<file path="src/rtl/odo_round_key_sequencer.sv">
// Streams Odo round keys for periods 0..N-1 from a one-cycle-latency ROM to a
// valid/ready consumer, using credit-based issue into a 2-entry skid FIFO.
module odo_round_key_sequencer #(
  parameter int MAX_PERIODS = 10
) (
  input  logic       clk,
  input  logic       rst_n,
  input  logic       start,
  input  logic [3:0] num_periods,
  output logic [3:0] rom_period,
  input  logic [9:0] rom_key,
  output logic [9:0] key_out,
  output logic [3:0] key_period,
  output logic       key_last,
  output logic       key_valid,
  input  logic       key_ready,
  output logic       busy,
  output logic       done,
  output logic       err
);

  typedef enum logic [1:0] {S_IDLE, S_ISSUE, S_DRAIN} state_t;

  typedef struct packed {
    logic [9:0] key;
    logic [3:0] period;
    logic       last;
  } entry_t;

  localparam logic [3:0] MAX_N = 4'(MAX_PERIODS);

  state_t     state_q, state_d;
  logic [3:0] n_q, p_q, rom_period_q, infl_period_q;
  logic       inflight_q, infl_last_q;
  entry_t     fifo_q [2];
  logic       rd_ptr_q, wr_ptr_q;
  logic [1:0] count_q;
  logic       done_q, err_q;

  logic   legal, accept, reject, pop, credit, issue, issue_last, finish;
  entry_t head;

  assign head       = fifo_q[rd_ptr_q];
  assign key_valid  = (count_q != 2'd0);
  assign pop        = key_valid & key_ready;
  assign legal      = (num_periods != 4'd0) && (num_periods <= MAX_N);
  assign issue_last = (p_q == n_q - 4'd1);
  // Keys already owed (buffered + on the ROM bus) minus the one leaving now must
  // leave a free slot, so the FIFO can never be written while full.
  assign credit     = (({1'b0, count_q} + {2'b0, inflight_q}) - {2'b0, pop}) < 3'd2;

  // NOTE: every signal gets a default before the case so no path infers a latch.
  always_comb begin
    state_d = state_q;
    accept  = 1'b0;
    reject  = 1'b0;
    issue   = 1'b0;
    finish  = 1'b0;
    case (state_q)
      S_IDLE: begin
        if (start) begin
          if (legal) begin
            accept  = 1'b1;
            state_d = S_ISSUE;
          end else begin
            reject = 1'b1;
          end
        end
      end
      S_ISSUE: begin
        if (credit) begin
          issue = 1'b1;
          if (issue_last) state_d = S_DRAIN;
        end
      end
      S_DRAIN: begin
        if (pop && head.last) begin
          finish  = 1'b1;
          state_d = S_IDLE;
        end
      end
      default: state_d = S_IDLE;
    endcase
  end

  // NOTE: sequential state uses non-blocking assignments so every register
  // samples pre-edge values regardless of statement order.
  always_ff @(posedge clk or negedge rst_n) begin
    if (!rst_n) begin
      state_q <= S_IDLE;
    end else begin
      state_q <= state_d;
    end
  end

  always_ff @(posedge clk or negedge rst_n) begin
    if (!rst_n) begin
      n_q           <= '0;
      p_q           <= '0;
      rom_period_q  <= '0;
      inflight_q    <= 1'b0;
      infl_period_q <= '0;
      infl_last_q   <= 1'b0;
      done_q        <= 1'b0;
      err_q         <= 1'b0;
    end else begin
      done_q     <= finish;
      err_q      <= reject;
      inflight_q <= issue;
      if (accept) begin
        n_q <= num_periods;
        p_q <= '0;
      end else if (issue) begin
        p_q           <= p_q + 4'd1;
        rom_period_q  <= p_q;
        infl_period_q <= p_q;
        infl_last_q   <= issue_last;
      end
    end
  end

  // NOTE: the FIFO storage is reset because its head drives key_out directly
  // and key_out must read zero out of reset.
  always_ff @(posedge clk or negedge rst_n) begin
    if (!rst_n) begin
      for (int i = 0; i < 2; i++) fifo_q[i] <= '0;
      rd_ptr_q <= 1'b0;
      wr_ptr_q <= 1'b0;
      count_q  <= '0;
    end else begin
      if (inflight_q) begin
        fifo_q[wr_ptr_q] <= '{key: rom_key, period: infl_period_q, last: infl_last_q};
        wr_ptr_q         <= ~wr_ptr_q;
      end
      if (pop) rd_ptr_q <= ~rd_ptr_q;
      count_q <= count_q + {1'b0, inflight_q} - {1'b0, pop};
    end
  end

  assign rom_period = issue ? p_q : rom_period_q;
  assign key_out    = head.key;
  assign key_period = head.period;
  assign key_last   = head.last;
  assign busy       = (state_q != S_IDLE);
  assign done       = done_q;
  assign err        = err_q;

endmodule

</file>
<file path="config.mk">
export PLATFORM = sky130hd
export DESIGN_NAME = odo_round_key_sequencer
export DESIGN_NICKNAME = d
export VERILOG_FILES = /design/src/rtl/odo_round_key_sequencer.sv
export SDC_FILE = /design/constraint.sdc
export NUM_CORES = 1
export LEC_CHECK = 0
export ABC_AREA = 1
export CELL_PAD_IN_SITES_DETAIL_PLACEMENT = 2
export CELL_PAD_IN_SITES_GLOBAL_PLACEMENT = 2
export CORE_MARGIN = 2
export CORE_UTILIZATION = 31
export DETAILED_ROUTE_END_ITERATION = 8
export PLACE_DENSITY_LB_ADDON = 0.1
export REMOVE_ABC_BUFFERS = 1
export SLEW_MARGIN = 10
export SYNTH_ARGS = -nofsm -noshare
export SYNTH_HDL_FRONTEND = slang
export SYNTH_SLANG_ARGS = --single-unit
</file>
<file path="constraint.sdc">
create_clock -name clk -period 2.9 [get_ports clk]
set_clock_uncertainty 0.2 [all_clocks]
set_input_delay 0.58 -clock clk [delete_from_list [all_inputs] [get_ports clk]]
set_output_delay 0.58 -clock clk [all_outputs]
set_load 0.05 [all_outputs]
</file>
# Yosys cells after proc, flatten, opt, wreduce, memory -nomap -nowiden
# Cells that the tools add are included.
# totals
register_bits,56
in_bits,18
# op_classes
eq_ne,8
magnitude_cmp,5
n_mux,25
reduce_logical,10
n_addsub,6
bitwise_logic,6
# op_table
cell,n
15-bit 2-to-1 mux,4
30-bit bitwise mux,1
15-bit demux with 1-bit select,1
4-bit 2-to-1 mux,3
1-bit 2-to-1 mux,10
2-bit 2-to-1 mux,5
2-bit != test (second input constant),5
2-bit one-hot mux with 3 select lines,1
2-bit nonzero test,3
5-bit AND reduction,1
4-bit by 1-bit adder with 4-bit output (second input constant),1
4-bit equality test,1
2-bit >= comparator (second input constant),2
4-bit <= comparator (second input constant),1
1-bit inverter with 2-bit output,2
4-bit nonzero test,1
4-bit by 1-bit subtractor with 4-bit output (second input constant),1
2-bit by 1-bit adder with 3-bit output,1
1-bit logical AND,3
3-bit by 2-bit < comparator with 1-bit output (second input constant),1
1-bit inverter,3
3-bit by 1-bit subtractor with 3-bit output,1
2-bit by 1-bit adder with 2-bit output,1
2-bit by 1-bit equality test with 1-bit output (second input constant),1
6 further kinds,6

# Longest topological paths before layout
# depth
depth_word,8
mapped_depth,16
ltp_nobuf,16

# Least setup slack after synthesis
# Ideal clock, no wire load.
# synth_timing
path_kind,reg2out
startpoint,register count_q[1]
endpoint,output rom_period[2]
stages_incl_launch_ff,15
path_slack_ns,-0.496
path_buffers,1
arrival_ns,2.616
required_ns,2.120
path_cell_list,dfrtp_1 inv_1 nand2_1 nand2_1 inv_1 nand2_1 o21ai_0 ha_1 inv_1 fa_1 nand3_2 nor2_4 buf_6 nand2_2 nand2_1
# synth_between
elab_chain_len,7
elab_cells_between_ends,8
# synth_lines
item,line,source
"start, declared",37,logic [1:0] count_q;
"start signal, assigned",136,"count_q <= count_q + {1'b0, inflight_q} - {1'b0, pop};"
2-bit nonzero test,44,assign key_valid = (count_q != 2'd0);
named net key_valid,15,"output logic key_valid,"
1-bit bitwise AND,45,assign pop = key_valid & key_ready;
3-bit by 1-bit subtractor with 3-bit output,50,"assign credit = (({1'b0, count_q} + {2'b0, inflight_q}) - {2'b0, pop}) < 3'd2;"
3-bit by 2-bit < comparator with 1-bit output,50,
1-bit 2-to-1 mux,71,if (credit) begin
1-bit 2-to-1 mux,59,case (state_q)
named net issue,40,"logic legal, accept, reject, pop, credit, issue, issue_last, finish;"
4-bit 2-to-1 mux,--,
"end, declared",10,"output logic [3:0] rom_period,"
# The timed path passes the listed nets, and every way through them passes these cells.

# Worst setup path in the final report
# layout_timing
startpoint,register count_q[1]
endpoint,output rom_period[3]
# layout_between
elab_chain_len,7
elab_cells_between_ends,8
# layout_lines
item,line
branches (longest 2 deep; another with 2-bit by 1-bit adder with 3-bit output),--
3-bit by 1-bit subtractor with 3-bit output *,50
3-bit by 2-bit < comparator with 1-bit output *,50
1-bit 2-to-1 mux *,71
1-bit 2-to-1 mux *,59
4-bit 2-to-1 mux *,--
# Mark *: on every way between the ends.

==> qor.csv <==
stage;metric;value;unit
sta;Max Slew Vio Count;0;
grt;pin count of the biggest net entering global routing;32;
final_layout;fin util;0.435;
placed_design;DP Wirelength;4940;um
detailed_routing;via count;2292;
critical_path;RR Startpoint;count_q[1];
synthesis;Mapped Area;2630;um^2
die;die height;96.0;um
die;starting density of the core;0.319;
critical_path;required time at the worst-slack endpoint;2.12;ns
pwr;power density cells;1380;nW/um^2
detailed_routing;Pre-Repair DR Iteration Count;4;
sta;unrepaired setup endpoints after global routing;yes;
placed_design;routability congestion estimate;0.764;
synthesis;Post-Syn Instances;324;
synthesis;ys flop type;dfrtp_1;
synthesis;Synth Warn #;0;
critical_path;Setup crit start;count_q[1];
detailed_routing;vias per inst;4.60;
sta;post-layout min period;3.36;ns
synthesis;FFs w/ async S/R, synth;1.00;
outcome;run status;finished with violations;
cts;Sink Count;56;
sta;setup ws final;-0.457;ns
cts;Longest Clk Path Bufs;2;
cts;CTS root buffer;clkbuf_8;
grt;initial antenna violation count;0;
synthesis;area leader, netlist;dfrtp_1;
grt;first-pass GRT wire length;12000;um
sta;crit share post-route;1.16;
sta;Max Clk Rate;0.298;GHz
critical_path;R2R Setup Slk;0.13;ns
die;total core area;8220;um^2
synthesis;top post-synthesis cells by area;dfrtp_1 (53%), nand2_1 (20%), inv_1 (5.3%);
die;Die X;96.0;um
final_layout;Synth-to-Final Area Change;36.1;%
detailed_routing;post-DR wirelength/cell;14.8;um
final_layout;fin nets;414;
critical_path;FF-to-FF End;p_q[2];
outcome;failing checks;setup timing;
pwr;total power;4.93;mW
cts;clock buffer count from CTS;5;
cts;CTS HTree Levels;2;
critical_path;CP startpoint kind;flip-flop;
cts;CTS tree;done;
synthesis;Syn Area/Cell;8.10;um^2
grt;GRT Residual Overflow;0;
die;Top Ports;41;
sta;# setup viols final;4;
critical_path;Worst R2R Path Depth;19;
synthesis;Netlist cell types;25;
synthesis;Seq cells post-synth;56;
die;Row Count;33;
sta;Rel. slew slack;0.299;
hold_path;hold crit path type;input port to async pin;
grt;vias in the first global route;2613;
sta;worst slew pin tran;1.05;ns
sta;final hold violation count;0;
flow_run;max-cap violation count;0;
critical_path;Critical Path AT;2.58;ns
synthesis;most frequent cell after synthesis;nand2_1;
cts;clock-pin slew on the worst setup and hold paths;0.10;ns
pwr;Leak;1.90;nW
critical_path;critical path type;flip-flop to output port;
synthesis;Seq/Total Area, Yosys;0.534;
detailed_routing;final wirelength;7350;um
detailed_routing;DRC violations left;0;
detailed_routing;DR iter-0 viols;39;
synthesis;Post-synth top cells;nand2_1 (140), dfrtp_1 (56), inv_1 (37), o21ai_0 (19), o21ai_1 (16);
synthesis;top cell type's share of synthesized area;0.534;
cts;Worst-Skew Late Latency;0.31;ns
final_layout;fraction of layout instances using a drive strength above 1;0.260;
synthesis;number of flops mapped to enable cells by yosys;0;
placed_design;IO buf count;40;
critical_path;CP Capture Type;output port;
detailed_routing;remaining antenna violation count;0;
die;die area;9220;um^2
pwr;Max VDD drop;0.000642;V
critical_path;worst-path maximum fanout;5;
grt;Global Route Usage Sum;0.170;
final_layout;n_diodes;0;
-- state kept, by name (all words and copies together), names as in the netlist --
register       count
count_q            2
done               1
err                1
fifo_q            30
infl_last_q        1
infl_period_q      4
inflight_q         1
n_q                4
p_q                4
rd_ptr_q           1
rom_period_q       4
state_q            2
wr_ptr_q           1
-- cells by family (layout without fill, tap and decap cells) --
kind of cell / count (synthesis) / after routing / share of synthesized area
AND/OR/NAND/NOR: 165 / 165 / 0.262
adder cells (fa/ha/maj): 4 / 4 / 0.0219
flip-flops: 56 / 56 / 0.534
XOR/XNOR: 3 / 3 / 0.0100
buffers and inverters: 55 / 124 / 0.0872
AO/OA/AOI/OAI: 41 / 41 / 0.0848
-- how the worst max path moves through the flow --
stage          slack (ns)             to  cells after the start
2_1_floorplan       -0.55  rom_period[0]                     13
3_3_place_gp        -0.71  rom_period[0]                     15
3_5_place_dp        -0.85  rom_period[3]                     15
4_1_cts             -0.47  rom_period[3]                     16
5_1_grt             -0.61  rom_period[3]                     16
6_report            -0.46  rom_period[3]                     16
-- layout make-up --
cell class | instances | area, um^2
Fill cell | 919 | 4640
Sequential cell | 56 | 1400
Multi-Input combinational cell | 213 | 1080
Timing Repair Buffer | 72 | 677
Inverter | 44 | 173
Tap cell | 105 | 131
Clock buffer | 6 | 72.6
Clock inverter | 2 | 35.0
-- power breakdown --
part | switching, mW | internal [mW] | leakage, nW | total (mW)
registers | 0.221 | 1.12 | 0.713 | 1.34
logic | 1.85 | 1.23 | 1.13 | 3.08
clock network | 0.251 | 0.257 | 0.0552 | 0.508
-- through the flow --
stage | cell area [um^2] | hold WS, ns | instances | setup TNS [ns] | worst slack, ns
after detailed placement | 3230 | 0.276 | 475 | -6.75 | -0.847
final | 3570 | 0.0355 | 498 | -1.77 | -0.457
after global routing | 3570 | 0.0681 | 498 | -2.50 | -0.609
after floorplan | 2560 | 0.0844 | 313 | -2.11 | -0.546
after global placement | 3230 | 0.251 | 475 | -4.20 | -0.706
after CTS | 3490 | 0.0503 | 492 | -1.84 | -0.466
-- cells in the final DEF, fill, tap and decap left out, types with 2 or more instances in the layout --
cell and count:
buf_12 5, buf_4 45, clkbuf_8 5, clkdlybuf4s50_1 19
dfrtp_1 56, ha_1 2, inv_1 33, inv_2 10
nand2_1 127, nand2_2 9, nand2_4 8, nand3_1 9
nand3_2 2, nor2_1 2, nor2_2 2, o21ai_0 18
o21ai_1 16, o21ai_2 5, xor2_1 3
-- what timing repair did --
item	4_1_cts	5_1_grt
cloned	1	0
gates resized for setup	27	9
hold buffers	0	0
endpoints found under the setup margin	9	8
endpoints found under the hold margin	0	0
buffers inserted	8	6
pin swaps	9	5
-- worst max-delay path: stages, from the launching register on --
cell and delay (ns):
dfrtp_1 0.38, inv_2 0.05, nand2_2 0.08, nand2_2 0.06, inv_2 0.07, nand2_2 0.07
o21ai_2 0.07, ha_2 0.19, inv_2 0.05, fa_2 0.56, nand3_4 0.08, nor2_4 0.12
buf_12 0.14, inv_8 0.05, nand2_4 0.08, nand2_4 0.06, buf_12 0.14
-- per-layer routing --
| layer | routed length, um | global-route usage | share of wire | up-vias |
|---|---|---|---|---|
| met4 | 85 | 0.0405 | 0.012 | 0 |
| met1 | 3170 | 0.194 | 0.43 | 1138 |
| met5 | 0 | 0 | 0 | - |
| met3 | 165 | 0.0258 | 0.022 | 6 |
| met2 | 3930 | 0.329 | 0.53 | 30 |
| li1 | - | - | - | 1118 |
(Power assumes the default switching activity.)
==> variant: new RTL, config.mk and constraints unchanged <==
The 3 states of `state_t` get a one-hot encoding in 3 bits.
--- a/src/rtl/odo_round_key_sequencer.sv
+++ b/src/rtl/odo_round_key_sequencer.sv
@@ -19,7 +19,7 @@
   output logic       err
 );
 
-  typedef enum logic [1:0] {S_IDLE, S_ISSUE, S_DRAIN} state_t;
+  typedef enum logic [2:0] {S_IDLE = 3'b001, S_ISSUE = 3'b010, S_DRAIN = 3'b100} state_t;
 
   typedef struct packed {
     logic [9:0] key;
Check against the original RTL: same outputs for any inputs over 10 cycles, from zero or initial values and one cycle with rst_n low; not proved beyond that.
==> variant against the original RTL <==
Sequential cell count increased by 1; final area rose by 2.8%; via count shrank 1.1%; critical path depth shrank 2; area after synthesis rose by 1.6%; setup slack got worse by 0.19 ns; maximum frequency shrank 5.2%; wire length decreased by 3.1%; highest routed layer unchanged; the run still ends with negative setup slack left; core utilization grew 1.0 points.
Power is not compared: it rests on default switching activity, and its combinational part moved more than twofold at a synthesized area within 25%.
==> variant: results <==
group,metric,value,unit
worst_setup_path,crit_path_max_fanout,5,
cts,cts_htree_levels,3,
timing,layout_setup_ws,-0.643,ns
yosys,synth_cell_types,27,
finish,final_nets,405,
finish,nFillCells,916,
cts,clk_pin_slew,0.06,ns
detailed_routing,dr_total_vias,2266,
yosys,synthArstFlopShare,100,%
yosys,synthTopCellsByArea,"dfrtp_1 53%, nand2_1 17%, o21ai_0 6.0%",
run_status,violations,"negative setup slack",
min_path,hold_path_class,"in -> async",
placed_design,gp_congestion,0.695,
run_status,status,"complete, but fails checks",
finish,drive_gt1_share,25.8,%
detailed_routing,drt-total-wl,7130,µm
finish,largest_register_ff_count,30,
detailed_routing,postRouteAntennaNets,0,
placed_design,place_area,3230,µm²
cts,clock_latency,0.33,ns
cts,cts_buffer_depth,2,
finish,max_flop_register,"fifo_q",
detailed_routing,drtIter0Drc,59,
timing,slew_viol_final,0,
yosys,yosys_warnings,0,
placed_design,dp_hpwl,4640,µm
timing,worst_pin_slew,0.875,ns
power_and_ir_drop,peakVddDrop,0.000226,V
global_route,grt_pass1_vias,2554,
global_route,grt_pass1_wl,12200,µm
timing,tns,-2.59,ns
worst_setup_path,critPathArrivalTime,2.76,ns
global_route,antenna_found_initial,0,
worst_setup_path,cpPeakStageDelay,0.40,ns
cts,clock-root-buffer,"clkbuf_8",
cts,cts_buffers,9,
finish,n_antenna_cell,0,
yosys,synth_seq_area_share,53.5,%
timing,setup_violations,5,
global_route,grt.total_usage,16.0,%
yosys,synth_common_cells,"122 x nand2_1, 56 x dfrtp_1, 36 x inv_1",
worst_setup_path,crit_path_top_delay_cell,"dfrtp_1",
-- variant: kinds of logic after synthesis --
family / after synthesis / share of synthesized area [%]
adder cells (fa/ha/maj): 5 / 2.63
AND/OR/NAND/NOR: 153 / 24.4
AO/OA/AOI/OAI: 46 / 9.43
flip-flops: 57 / 53.5
buffers and inverters: 52 / 8.35
XOR/XNOR: 5 / 1.64
-- variant: per-layer routing --
| metal | vias to the layer above | wire (µm) | GRT usage [%] |
|---|---|---|---|
| li1 | 1106 | - | - |
| met1 | 1119 | 2970 | 18.4 |
| met4 | 0 | 123 | 6.18 |
| met5 | - | 0 | 0 |
| met3 | 11 | 170 | 2.46 |
| met2 | 30 | 3860 | 29.6 |
-- variant: power breakdown --
| group | switching, mW | internal, mW |
|---|---|---|
| clock network | 0.308 | 0.419 |
| registers | 0.0167 | 0.818 |
| logic | 0.597 | 0.329 |
-- variant: cell type report --
cell class / count / area share (%)
Clock buffer: 13 / 4.05
Tap cell: 105 / 3.58
Clock inverter: 3 / 1.09
Timing Repair Buffer: 65 / 17.0
Multi-Input combinational cell: 209 / 31.1
Sequential cell: 57 / 38.8
Inverter: 40 / 4.43
-- variant: worst max-delay path, delay by kind of cell, from the launching register on --
kind / cells / cell delay (ns)
simple gates: 5 / 0.55
buf+inv: 5 / 0.51
xor+xnor: 1 / 0.20
flops: 1 / 0.40
fa+ha+maj: 3 / 0.77
-- variant: final timing paths --
kind | end | from | slack, ns | depth (start not counted)
max | rom_period[1] | count_q[1] | -0.64 | 14
min | rom_period_q[2] | rst_n | 0.003 | 1
max reg2reg | infl_period_q[2] | count_q[1] | -0.05 | 16
min reg2reg | fifo_q[18] | fifo_q[18] | 0.29 | 2
max in group asynchronous | infl_last_q | rst_n | 1.83 | 2
min in group clk | fifo_q[18] | fifo_q[18] | 0.29 | 2
-- variant: stage by stage --
stage	utilization (%)	hold slack, ns	setup slack (ns)	total power, mW	std cells
after floorplan	-	0.0844	-0.536	1.36	306
after global placement	39.1	0.265	-0.842	1.65	465
after detailed placement	39.1	0.266	-0.975	1.68	465
after CTS	43.7	0.00872	-0.712	2.50	489
after global routing	44.5	0.0202	-0.780	2.63	492
final	44.5	0.00344	-0.643	2.49	492
-- variant: what timing repair did --
item,CTS,global route
pin swaps,9,9
gates cloned,1,0
gates resized for setup,30,11
endpoints found under the hold margin,0,0
setup endpoints to repair,13,16
buffers inserted,8,4
